<file path="config.mk">
export PLATFORM = sky130hd
export DESIGN_NAME = diff_wb_stage
export DESIGN_NICKNAME = d
export VERILOG_FILES = /design/src/rtl/diff_wb_stage.sv
export SDC_FILE = /design/constraint.sdc
export NUM_CORES = 1
export LEC_CHECK = 0
export ABC_AREA = 1
export BUFFER_PORTS_ARGS = -buffer_cell sky130_fd_sc_hd__buf_2
export CAP_MARGIN = 30
export CELL_PAD_IN_SITES_DETAIL_PLACEMENT = 1
export CELL_PAD_IN_SITES_GLOBAL_PLACEMENT = 2
export CORE_ASPECT_RATIO = 1.2
export CORE_MARGIN = 10
export CORE_UTILIZATION = 26
export CTS_BUF_LIST = sky130_fd_sc_hd__clkbuf_4
export DETAILED_ROUTE_END_ITERATION = 10
export PLACE_DENSITY = 0.87
export SLEW_MARGIN = 20
export SYNTH_ARGS = -nofsm -noshare
export SYNTH_HDL_FRONTEND = slang
export SYNTH_SLANG_ARGS = --single-unit
</file>
<file path="constraint.sdc">
create_clock -name clk -period 1.74 [get_ports clk]
set_input_delay 0.174 -clock clk [delete_from_list [all_inputs] [get_ports clk]]
set_output_delay 0.174 -clock clk [all_outputs]
set_load 0.02 [all_outputs]
</file>
<file path="src/rtl/diff_wb_stage.sv">
// Writeback skid buffer for diff-unit results: a 2-entry FIFO feeding the
// register-file write port, plus zero flag, sticky error and retire counter.
module diff_wb_stage #(
  parameter int DATA_W  = 32,
  parameter int RADDR_W = 5,
  parameter int CNT_W   = 16
) (
  input  logic               clk,
  input  logic               rst,
  input  logic               in_valid,
  output logic               in_ready,
  input  logic [5:0]         in_diff,
  input  logic               in_eq,
  input  logic [RADDR_W-1:0] in_rd,
  output logic               wb_valid,
  input  logic               wb_ready,
  output logic [RADDR_W-1:0] wb_rd,
  output logic [DATA_W-1:0]  wb_data,
  output logic               flag_zero,
  output logic               err,
  output logic [CNT_W-1:0]   retired,
  output logic [1:0]         dbg_state
);

  // Handshakes: a transfer happens on a rising edge where valid and ready are
  // both high; valid never depends on ready, and in_ready never sees wb_ready.

  typedef enum logic [1:0] {
    EMPTY = 2'd0,
    ONE   = 2'd1,
    FULL  = 2'd2
  } state_t;

  typedef struct packed {
    logic [RADDR_W-1:0] rd;
    logic [DATA_W-1:0]  data;
    logic               eq;
  } entry_t;

  state_t state;
  entry_t head;
  entry_t tail;
  entry_t new_entry;
  logic   push;
  logic   pop;
  logic   in_ok;

  assign in_ready  = !rst && (state != FULL);
  assign wb_valid  = (state != EMPTY);
  assign wb_rd     = wb_valid ? head.rd : '0;
  assign wb_data   = wb_valid ? head.data : '0;
  assign dbg_state = state;

  assign push = in_valid && in_ready;
  assign pop  = wb_valid && wb_ready;

  // eq and diff must agree; anything else is stored as a harmless zero/equal result.
  assign in_ok = (in_eq && (in_diff == 6'd0)) ||
                 (!in_eq && (in_diff != 6'd0) && (in_diff <= 6'd32));

  always_comb begin
    new_entry      = '0;
    new_entry.rd   = in_rd;
    new_entry.data = in_ok ? {{(DATA_W-6){1'b0}}, in_diff} : '0;
    new_entry.eq   = in_ok ? in_eq : 1'b1;
  end

  always_ff @(posedge clk) begin
    if (rst) begin
      state     <= EMPTY;
      head      <= '0;
      tail      <= '0;
      flag_zero <= 1'b0;
      err       <= 1'b0;
      retired   <= '0;
    end else begin
      case (state)
        EMPTY: begin
          if (push) begin
            head  <= new_entry;
            state <= ONE;
          end
        end
        ONE: begin
          case ({push, pop})
            2'b10: begin
              tail  <= new_entry;
              state <= FULL;
            end
            2'b01: state <= EMPTY;
            2'b11: head <= new_entry;
            default: state <= ONE;
          endcase
        end
        FULL: begin
          if (pop) begin
            head  <= tail;
            state <= ONE;
          end
        end
        default: state <= EMPTY;
      endcase

      if (pop) begin
        flag_zero <= head.eq;
        if (retired != {CNT_W{1'b1}}) retired <= retired + CNT_W'(1);
      end

      if (push && !in_ok) err <= 1'b1;
    end
  end

endmodule

</file>
==> results.toml <==
[synthesis]
avgSynthCellArea_um2 = 6.87
synth_seq_cells = 44
ys_top_cells_by_count = "nand2_1 (83), dfxtp_1 (44), inv_1 (44)"
syn-instance-count = 375
synth_most_common_cell = "nand2_1"
synth_ff_type = "dfxtp_1"
yosys.area.top_type = "dfxtp_1"
seq_area_frac_synth = 0.342
postSynth.asyncResetShare = 0
yosysTopAreaCellShare = 0.342
yosysUniqueCellTypes = 30
netlist_area_um2 = 2580
synth-edff-count = 0
ys_top_cells_by_area = "dfxtp_1 (34%), nand2_1 (12%), buf_4 (7.6%)"
yosysWarnings = 0

[clock_tree]
clk_latency_ns = 0.37
cts_max_level = 2
cts_tree = "done"
clk_path_buf_depth = 2
cts_hold_buffers = 0
clock-sinks = 44
cts-root-buf = "clkbuf_4"
cts_buffers = 5
cts.clk_slew.worst_paths_ns = 0.15

[power_and_ir_drop]
p_per_area_nw_per_um2 = 707
max-vdd-ir-drop_uv = 259
p_leak_nw = 1.43

[worst_hold_path]
hold_path_class = "primary input to flip-flop"
worstHoldStart = "in_diff[0]"

[layout]
syn_to_final_growth_pct = 19.7
multi_input_area_um2 = 1370
finalInstanceArea_um2 = 3080
nFillCells = 1273
layout-drive-gt1-share = 0.248
fin_nets = 454
postLayoutCoreUtil = 0.321
regArea_um2 = 887
n_antenna_cell = 0

[setup_path]
crit_start = "dbg_state[0]$_SDFFE_PP0P_"
path_class = "flip-flop to primary output"
timing.rr.start = "dbg_state[0]$_SDFFE_PP0P_"
crit_buf_inv = 5
cp_data_required_time_ns = 1.57
crit_chain = "inv_2 -> nand2_2 -> buf_12 -> inv_1 -> buf_6 -> nor2_1 -> buf_4"
crit_arrival_ns = 1.47
end_kind = "primary output"
cp_max_fo = 10
crit_family = "buffers and inverters"
start_kind = "flip-flop"
slowest_stage = "dfxtp_4"
cpPeakStageDelay_ns = 0.39

[grt]
grt_use_total = 0.104
grt_max_degree = 25
grt.overflow.total = 0
grt_pass1_wl_mm = 12.6
grt_pass1_vias = 2597
antenna_found_initial = 0

[sta]
period_needed_ns = 1.65
fmax_mhz = 608
skew_ns = 0.00911
fin_crit_sh = 0.945
slew_viol_final = 0
rsz0062_at_grt = "true"
holdWs_ns = 0.0613
finalHoldViolCount = 0
setup_viol = 0

[routing]
routed_wl_mm = 7.68
ant_nets = 0
drt_iter0_drc = 46
dr.pass1.iters = 3
drc_errors = 0
num_vias = 2467
avgRoutedWirePerCell_um = 13.7
via_per_inst = 4.41

[die]
start_util = 0.268
dieArea_um2 = 14300
fp.coreArea_um2 = 9610
boundaryPins = 75
rows = 39
fp.dieW_um = 111
die_y_um = 129

[place]
io_buffers = 48
gp_congestion = 0.792
dpl_cell_area_um2 = 2940
hpwl_mm = 6.00

[run]
maxCapViolCount = 0

[outcome]
outcome = "complete, no violations"
-- kinds of logic (layout without fill, tap and decap cells) --
kind of cell / after synthesis / after routing / share of synthesized area
AO/OA/AOI/OAI: 78 / 78 / 0.172
other: 1 / 26 / 0.00145
XOR/XNOR: 8 / 8 / 0.0272
buffers and inverters: 84 / 120 / 0.167
flip-flops: 44 / 44 / 0.342
AND/OR/NAND/NOR: 157 / 157 / 0.275
adder cells (fa/ha/maj): 3 / 3 / 0.0146
-- what timing repair did --
action | CTS | global route
gates resized for setup | 4 | 13
setup endpoints to repair | 1 | 36
hold endpoints to repair | 0 | 0
setup buffers | 0 | 3
-- power by group --
| part | total (mW) | leakage (nW) | internal [mW] | switching (mW) |
|---|---|---|---|---|
| Clock | 0.687 | 0.0418 | 0.308 | 0.380 |
| Combinational | 0.415 | 1.02 | 0.130 | 0.285 |
| Sequential | 1.08 | 0.360 | 1.06 | 0.0212 |
-- worst register-to-register path, stage by stage, from the launching register on --
cell and delay [ns]:
dfxtp_4 0.41, inv_2 0.05, nand2_2 0.08, nand3_1 0.11, inv_2 0.10, ha_1 0.17
nand2_1 0.06, nand2_1 0.08, nand3_2 0.12, buf_6 0.17, a21oi_1 0.14, a21oi_1 0.08
-- state kept, by name (all words and copies together) (netlist names) --
register / count
dbg_state: 2
err: 1
flag_zero: 1
head: 12
retired: 16
tail: 12
-- per-layer routing --
layer | routed length [µm] | share of wire | vias to the layer above | track usage
met5 | 0 | 0 | - | 0
met4 | 46 | 0.0060 | 0 | 0.0207
met3 | 385 | 0.050 | 5 | 0.0309
met2 | 3960 | 0.52 | 43 | 0.194
met1 | 3290 | 0.43 | 1165 | 0.116
li1 | - | - | 1254 | -
-- metrics by stage --
stage          power, mW  instances  worst slack, ns  setup TNS (ns)
2_1_floorplan       1.41        400          0.00139               0
3_3_place_gp        1.49        548            0.142               0
3_5_place_dp        1.50        548           0.0539               0
4_1_cts             2.19        556          0.00885               0
5_1_grt             2.31        559          -0.0550          -0.289
6_report            2.18        559           0.0949               0
-- final timing paths --
check,endpoint,slack (ns),cells after the start
max reg2reg,head[1]$_SDFFE_PP0P_,0.09,11
min,tail[1]$_SDFFE_PP0P_,0.06,3
max,in_ready,0.09,7
min reg2reg,err$_SDFFE_PP0P_,0.46,2
-- cell usage in the layout (no fill, tap or decap), types with 4 or more instances in the layout --
cell,n
a21oi_1,37
a21oi_2,11
buf_2,47
buf_4,15
clkbuf_4,5
conb_1,26
dfxtp_1,41
inv_1,42
nand2_1,83
nand2_2,5
nand3_1,16
nand4_1,6
nor2_1,38
o21ai_0,25
xnor2_1,4
xor2_1,4
-- final cells by class --
class,count,share of cell area
clock buffers,5,0.0122
clock inverters,3,0.0150
inverters,45,0.0548
multi-input cells,272,0.444
flip-flops and latches,44,0.288
well taps,123,0.0499
repair buffers,67,0.137
(Power assumes the default switching activity.)
